### src/rtl/ysyx_041514_csr_ctrl.sv
// CSR port sequencer: runs Zicsr read-modify-write sequences against the CSR file
// and lets single-cycle trap-unit writes use the same port while it is idle.

`ifndef ysyx_041514_XLEN
`define ysyx_041514_XLEN 64
`endif
`ifndef ysyx_041514_IMM_LEN
`define ysyx_041514_IMM_LEN 5
`endif
`ifndef ysyx_041514_CSROP_LEN
`define ysyx_041514_CSROP_LEN 3
`endif
`ifndef ysyx_041514_CSROP_NONE
`define ysyx_041514_CSROP_NONE 3'd0
`endif
`ifndef ysyx_041514_CSROP_READ
`define ysyx_041514_CSROP_READ 3'd1
`endif
`ifndef ysyx_041514_CSROP_WRITE
`define ysyx_041514_CSROP_WRITE 3'd2
`endif
`ifndef ysyx_041514_CSROP_SET
`define ysyx_041514_CSROP_SET 3'd3
`endif
`ifndef ysyx_041514_CSROP_CLEAR
`define ysyx_041514_CSROP_CLEAR 3'd4
`endif

module ysyx_041514_csr_ctrl (
  input  logic                               clk,
  input  logic                               rst,
  input  logic                               req_valid_i,
  output logic                               req_ready_o,
  input  logic [11:0]                        req_addr_i,
  input  logic [`ysyx_041514_CSROP_LEN-1:0]  req_op_i,
  input  logic [`ysyx_041514_IMM_LEN-1:0]    req_imm_i,
  input  logic                               req_imm_valid_i,
  input  logic [`ysyx_041514_XLEN-1:0]       req_rs1_data_i,
  input  logic                               trap_valid_i,
  output logic                               trap_ready_o,
  input  logic [11:0]                        trap_addr_i,
  input  logic [`ysyx_041514_XLEN-1:0]       trap_wdata_i,
  input  logic                               flush_i,
  output logic                               csr_ren_o,
  output logic [11:0]                        csr_raddr_o,
  input  logic [`ysyx_041514_XLEN-1:0]       csr_rdata_i,
  output logic                               csr_wen_o,
  output logic [11:0]                        csr_waddr_o,
  output logic [`ysyx_041514_XLEN-1:0]       csr_wdata_o,
  output logic                               resp_valid_o,
  input  logic                               resp_ready_i,
  output logic [`ysyx_041514_XLEN-1:0]       resp_rd_data_o,
  output logic                               resp_illegal_o
);

  localparam int XLEN = `ysyx_041514_XLEN;
  localparam int OPW  = `ysyx_041514_CSROP_LEN;

  typedef enum logic [2:0] {
    S_IDLE,
    S_RD,
    S_EX,
    S_WR,
    S_RSP
  } state_e;

  state_e            r_state;
  state_e            w_next;
  logic [11:0]       r_addr;
  logic [OPW-1:0]    r_op;
  logic [XLEN-1:0]   r_op2;
  logic [XLEN-1:0]   r_old;
  logic [XLEN-1:0]   r_wdata;
  logic              r_wneed;
  logic              r_illegal;

  logic              w_idle;
  logic              w_accept;
  logic              w_trap_fire;
  logic              w_inst_wen;
  logic [XLEN-1:0]   w_op2;
  logic [XLEN-1:0]   w_new;
  logic              w_wants_write;
  logic              w_illegal;

  // Trap writes own the port whenever the sequencer is idle, so they can never
  // collide with an instruction write, which only happens in WR.
  assign w_idle       = (r_state == S_IDLE);
  assign w_trap_fire  = w_idle && trap_valid_i;
  assign trap_ready_o = w_trap_fire;
  assign req_ready_o  = w_idle && !trap_valid_i && !flush_i;
  assign w_accept     = req_valid_i && req_ready_o;
  assign w_op2        = req_imm_valid_i ? XLEN'(req_imm_i) : req_rs1_data_i;

  always_comb begin
    w_new         = csr_rdata_i;
    w_wants_write = 1'b0;
    case (r_op)
      `ysyx_041514_CSROP_WRITE: begin
        w_new         = r_op2;
        w_wants_write = 1'b1;
      end
      `ysyx_041514_CSROP_SET: begin
        w_new         = csr_rdata_i | r_op2;
        w_wants_write = |r_op2;
      end
      `ysyx_041514_CSROP_CLEAR: begin
        w_new         = csr_rdata_i & ~r_op2;
        w_wants_write = |r_op2;
      end
      default: begin
        w_new         = csr_rdata_i;
        w_wants_write = 1'b0;
      end
    endcase
  end

  // Address space 0xC00-0xFFF is read-only; only an actual write attempt is illegal.
  assign w_illegal = w_wants_write && (r_addr[11:10] == 2'b11);

  always_comb begin
    w_next = r_state;
    case (r_state)
      S_IDLE: begin
        if (w_accept) begin
          w_next = (req_op_i == `ysyx_041514_CSROP_NONE) ? S_RSP : S_RD;
        end
      end
      S_RD:    w_next = flush_i ? S_IDLE : S_EX;
      S_EX:    w_next = flush_i ? S_IDLE : S_WR;
      S_WR:    w_next = flush_i ? S_IDLE : S_RSP;
      S_RSP: begin
        if (flush_i || resp_ready_i) begin
          w_next = S_IDLE;
        end
      end
      default: w_next = S_IDLE;
    endcase
  end

  always_ff @(posedge clk) begin
    if (rst) begin
      r_state   <= S_IDLE;
      r_addr    <= '0;
      r_op      <= '0;
      r_op2     <= '0;
      r_old     <= '0;
      r_wdata   <= '0;
      r_wneed   <= 1'b0;
      r_illegal <= 1'b0;
    end else begin
      r_state <= w_next;
      if (w_accept) begin
        r_addr    <= req_addr_i;
        r_op      <= req_op_i;
        r_op2     <= w_op2;
        r_old     <= '0;
        r_wdata   <= '0;
        r_wneed   <= 1'b0;
        r_illegal <= 1'b0;
      end
      if (r_state == S_EX) begin
        r_old     <= csr_rdata_i;
        r_wdata   <= w_new;
        r_wneed   <= w_wants_write && !w_illegal;
        r_illegal <= w_illegal;
      end
    end
  end

  // A reset arriving in WR still suppresses the instruction write.
  assign w_inst_wen = (r_state == S_WR) && r_wneed && !rst;

  assign csr_ren_o   = (r_state == S_RD);
  assign csr_raddr_o = csr_ren_o ? r_addr : 12'h000;

  assign csr_wen_o   = w_trap_fire || w_inst_wen;
  assign csr_waddr_o = w_trap_fire ? trap_addr_i  : (w_inst_wen ? r_addr  : 12'h000);
  assign csr_wdata_o = w_trap_fire ? trap_wdata_i : (w_inst_wen ? r_wdata : '0);

  assign resp_valid_o   = (r_state == S_RSP);
  assign resp_rd_data_o = resp_valid_o ? r_old : '0;
  assign resp_illegal_o = resp_valid_o && r_illegal;

endmodule

### config.mk
export PLATFORM = sky130hd
export DESIGN_NAME = ysyx_041514_csr_ctrl
export DESIGN_NICKNAME = d
export VERILOG_FILES = /design/src/rtl/ysyx_041514_csr_ctrl.sv
export SDC_FILE = /design/constraint.sdc
export NUM_CORES = 1
export LEC_CHECK = 0
export BUFFER_PORTS_ARGS = -buffer_cell sky130_fd_sc_hd__buf_4
export CORE_UTILIZATION = 50
export CTS_CLUSTER_DIAMETER = 60
export DETAILED_ROUTE_END_ITERATION = 10
export GPL_ROUTABILITY_DRIVEN = 0
export GPL_TIMING_DRIVEN = 0
export PLACE_DENSITY = 0.8
export SKIP_CTS_REPAIR_TIMING = 1
export SLEW_MARGIN = 20
export SYNTH_ARGS = -nofsm -noshare
export SYNTH_HDL_FRONTEND = slang
export SYNTH_SLANG_ARGS = --single-unit
### constraint.sdc
create_clock -name clk -period 1.9 [get_ports clk]
set_clock_uncertainty 0.05 [all_clocks]
set_input_delay 0.285 -clock clk [delete_from_list [all_inputs] [get_ports clk]]
set_output_delay 0.285 -clock clk [all_outputs]
set_load 0.05 [all_outputs]
; After elaboration in Yosys (flattened, before gate mapping)
; Index checks and enable logic that the tools add are counted.
[word_totals]
n_memories = 0
reg_bits = 212
word_cells = 64
latch_bits = 0
mem_bits_rw = 0
out_inout_bits = 158
mem_bits_ro = 0
[op_classes]
shift = 0
muxes = 22
n_mul = 0
n_lt_le_gt_ge = 0
reduce_logical = 21
div = 0
eq_ne = 10
addsub = 0
n_bitwise = 3
[op_table]
columns = cell, count
row1 = $mux 64, 7
row2 = $pmux 64 s3, 1
row3 = $and 64x64->64, 1
row4 = $not 64->64, 1
row5 = $or 64x64->64, 1
row6 = $reduce_or 64->1, 1
row7 = $mux 12, 3
row8 = $pmux 3 s5, 1
row9 = $eq 3x2->1 const B, 4
row10 = $mux 3, 4
row11 = $logic_and 1x1->1, 9
row12 = $eq 3x3->1 const B, 2
row13 = $logic_not 3->1, 2
row14 = $logic_not 1->1, 4
row15 = $mux 2, 2
row16 = $ne 2x1->1 const B, 2
row17 = $eq 3x1->1 const B, 1
row18 = $mux 1, 3
row19 = $eq 2x2->1 const B, 1
row20 = $logic_or 1x1->1, 2
row21 = $pmux 1 s2, 1
row22 = $reduce_and 2->1, 1
row23 = $reduce_bool 2->1, 1
row24 = $reduce_or 2->1, 1

; Logic depth before layout (Yosys ltp)
[logic_depth]
ltp_word = 7
depth_mapped = 8
depth_no_buf = 5

; Worst setup path before layout
; OpenSTA, ideal clock, no wires.
[synth_path]
kind = register -> output
start = reg r_state[0]
end = out csr_wdata_o[54]
path_slack_ps = -486
t_arrival_ps = 2051
path_stages_with_launch = 8
cell_sequence = dfxtp_1 -> buf_2 -> nor3_4 -> nand2_1 -> inv_2 -> buf_2 -> nand2_1 -> a21oi_1
[synth_rtl]
columns = item, line_no
row1 = start: declaration, 67  ; state_e r_state;
row2 = start signal: assignment, 152  ; r_state <= w_next;
row3 = $logic_not 3->1, 88  ; assign w_idle = (r_state == S_IDLE);
row4 = $logic_and 1x1->1, 89  ; assign w_trap_fire = w_idle && trap_valid_i;
row5 = via trap_ready_o, 40  ; output logic trap_ready_o,
row6 = $mux 64, 179  ; assign csr_wdata_o = w_trap_fire ? trap_wdata_i : (w_inst_wen ? r_wdata : '0);
row7 = end: declaration, 49  ; output logic [`ysyx_041514_XLEN-1:0] csr_wdata_o,
; The timed path passes the listed nets, and every way through them passes these cells.

; Worst setup path in the final report
[layout_path]
start = reg r_state[2]
end = out csr_wdata_o[60]
[layout_via]
elab_chain_len = 5
[layout_lines]
columns = item, line_no
row1 = $eq 3x2->1, 172  ; assign w_inst_wen = (r_state == S_WR) && r_wneed && !rst;
row2 = $logic_and 1x1->1 (2 in a row), 172
row3 = $mux 64, 179
row4 = $mux 64 (*), 179
; Mark *: on every way between the ends. The rest lies on a longest branch, timed or not.

==> results.yml <==
sta:
  holdWs_ps: -19.5
  setup_slack_ps: -664
  fin_crit_sh: 1.35
  fmax_mhz: 390
  period_needed_ps: 2560
  finalMaxSlewViolations: 0
  worstMarginPinSlew_ps: 919
  setup_violations: 334
  max-slew-margin-rel: 0.387
  hold_viol_final: 26
  rsz0062_at_grt: "true"
synthesis:
  syn_nets: 1760
  synth-simple-area-share: 0.267
  synth_ff_type: "dfxtp_1"
  synth_compound_area_frac: 0.270
  synthTopCellsByCount: "nand2_1 (363), a21oi_1 (280), dfxtp_1 (212), nor2_1 (99), o21ai_0 (82)"
  syn-cell-area_um2: 10900
  synth-seq-area-share: 0.390
  synth_top_family_by_area: "compound AO/OA/AOI/OAI gates"
  synth-edff-count: 0
  synthAdderAreaFrac: 0
  synthMuxAreaShare: 0.00563
  syn_area_per_cell_um2: 7.13
  post-synth-top-count-cell: "nand2_1"
  synth-xor-area-share: 0.000804
  yosysWarningCount: 0
  synth_cells: 1529
  ys_ff_latch: 212
  async_flop_share: 0
  synth_top_area_share: 0.390
  synthTopCellsByArea: "dfxtp_1 (39%), a21oi_1 (13%), nand2_1 (13%), and2_1 (4.5%), a22oi_1 (4.4%)"
  synth_cell_type_count: 36
  yosys.area.top_type: "dfxtp_1"
detailed_routing:
  via_per_inst: 5.95
  wire_per_inst_um: 20.8
  drt_first_iter_violations: 1225
  drcViolationCount: 0
  ant_nets: 0
  wl_um: 47300
  drt_first_pass_iters: 6
  via_count: 13500
pwr:
  p_leak_uw: 0.00661
  comb_power_share: 0.211
  p_clk_frac: 0.380
  power.switching_uw: 3300
  intPower_uw: 7880
  finalPower_uw: 11200
  vdd_drop_max_mv: 0.543
  seq_power_share: 0.409
  p_sw_frac: 0.295
  power.density_nw_per_um2: 661
clock_network:
  cts_tree: "yes"
  clock_latency_ps: 530
  cts_buffers: 23
  cts_root_buf: "clkbuf_16"
  clock_sinks: 212
  clkTransAtPathRegs_ps: 60
  htreeDepth: 1
  clk_path_buf_depth: 3
setup_path:
  cp_data_required_time_ps: 1560
  critPathMaxFanout: 10
  critPathBufInv: 3
  crit_slowest_cell: "dfxtp_2"
  slowest_delay_ps: 460
  path_cells: "nor3_4 -> nand2_4 -> buf_6 -> buf_4 -> nand2_1 -> a21oi_4 -> buf_6"
  end_kind: "output port"
  crit_type: "register to output port"
  cp_top_family: "buffers and inverters"
  crit_top_cell: "buf_6"
  arrival_ps: 2230
  startpoint_type: "register"
placed_design:
  placedInstanceArea_um2: 15000
  post-dp-hpwl_um: 33500
  dp_slack_ps: -918
  portBuffers: 387
  placedCellCount: 2191
finish:
  drive_gt1_frac: 0.362
  area_delta_synth_final_pct: 55.3
  fillers: 1464
  fin_cells: 2277
  layout.nets: 2218
  final_util: 0.797
  fin_area_um2: 16900
grt:
  first_global_vias: 12000
  grt_start_max_net_pins: 13
  antenna_found_initial: 1
  grt_pass1_wl_um: 65100
  track_usage: 0.377
  overflow: 0
floorplan:
  initial_utilization: 0.513
  io-pin-count: 389
  fp.dieW_um: 150
  die-area_um2: 22400
  num_rows: 53
  die_h_um: 150
  coreArea_um2: 21200
status:
  violations: "negative hold slack, negative setup slack"
  status: "finished with violations"
job:
  cap_violations: 0
worst_hold_path:
  hold_path_class: "input port to register"
metrics by stage:
step,hold WS (ps),TNS [ps]
6_report,-19.5,-103380
5_1_grt,1.01,-120890
4_1_cts,-65.7,-193910
3_5_place_dp,397,-145720
3_3_place_gp,395,-143040
2_1_floorplan,312,-5470
power by group through the flow:
stage	Sequential [uW]	Clock, uW	Combinational [uW]
after global routing	4570	4440	2450
after floorplan	4640	0	1120
after detailed placement	4660	0	1980
final	4570	4250	2360
after global placement	4660	0	1950
after CTS	4570	4230	1990
worst paths after layout:
path,from,end,slack [ps],cells after the start
min reg2reg,r_wdata[18],r_wdata[18],410,2
max,r_state[2],csr_wdata_o[60],-660,7
min,csr_rdata_i[43],r_old[43],-20,3
max reg2reg,r_state[0],r_wdata[47],-250,8
layer usage:
layer,track usage,vias to the layer above,part of all wire,wire (um)
met2,0.643,878,0.49,23000
met1,0.459,6333,0.36,17000
met4,0.171,0,0.048,2290
li1,-,6173,-,-
met5,0,-,0,0
met3,0.0707,164,0.10,4960
flip-flops by register name, summed over array words and instances (netlist names):
register   count
r_wdata       64
r_addr        12
r_old         64
r_state        3
r_op2         64
r_illegal      1
r_op           3
r_wneed        1
layout by cell type (no fill, tap or decap), types with 62 or more instances in the layout:
| cell | n |
|---|---|
| buf_4 | 347 |
| nand2_1 | 313 |
| dfxtp_1 | 208 |
| a21oi_4 | 62 |
| buf_6 | 69 |
| a22oi_1 | 64 |
| a21oi_1 | 204 |
| nor2_1 | 99 |
| o21ai_0 | 82 |
| clkbuf_1 | 66 |
worst min-delay path, cell delays in order:
cell	delay [ps]
buf_4	100
a22oi_1	60
nor2_1	70
logic make-up after synthesis:
family          after synthesis
mux                           6
buf+inv                     167
compound gates              508
flops                       212
simple gates                635
xor+xnor                      1
final cells by class:
| type | count | area [um^2] | share of cell area |
|---|---|---|---|
| timing repair buffer | 434 | 3720 | 0.220 |
| sequential | 212 | 4250 | 0.251 |
| tap | 275 | 344 | 0.0203 |
| buffer | 137 | 810 | 0.0478 |
| antenna | 1 | 2.50 | 0.000148 |
| clock buffer | 34 | 667 | 0.0394 |
| inverter | 29 | 134 | 0.00791 |
| clock inverter | 5 | 28.8 | 0.00170 |
| multi-input combinational | 1150 | 6960 | 0.412 |
Power figures use the tool's default switching activity.
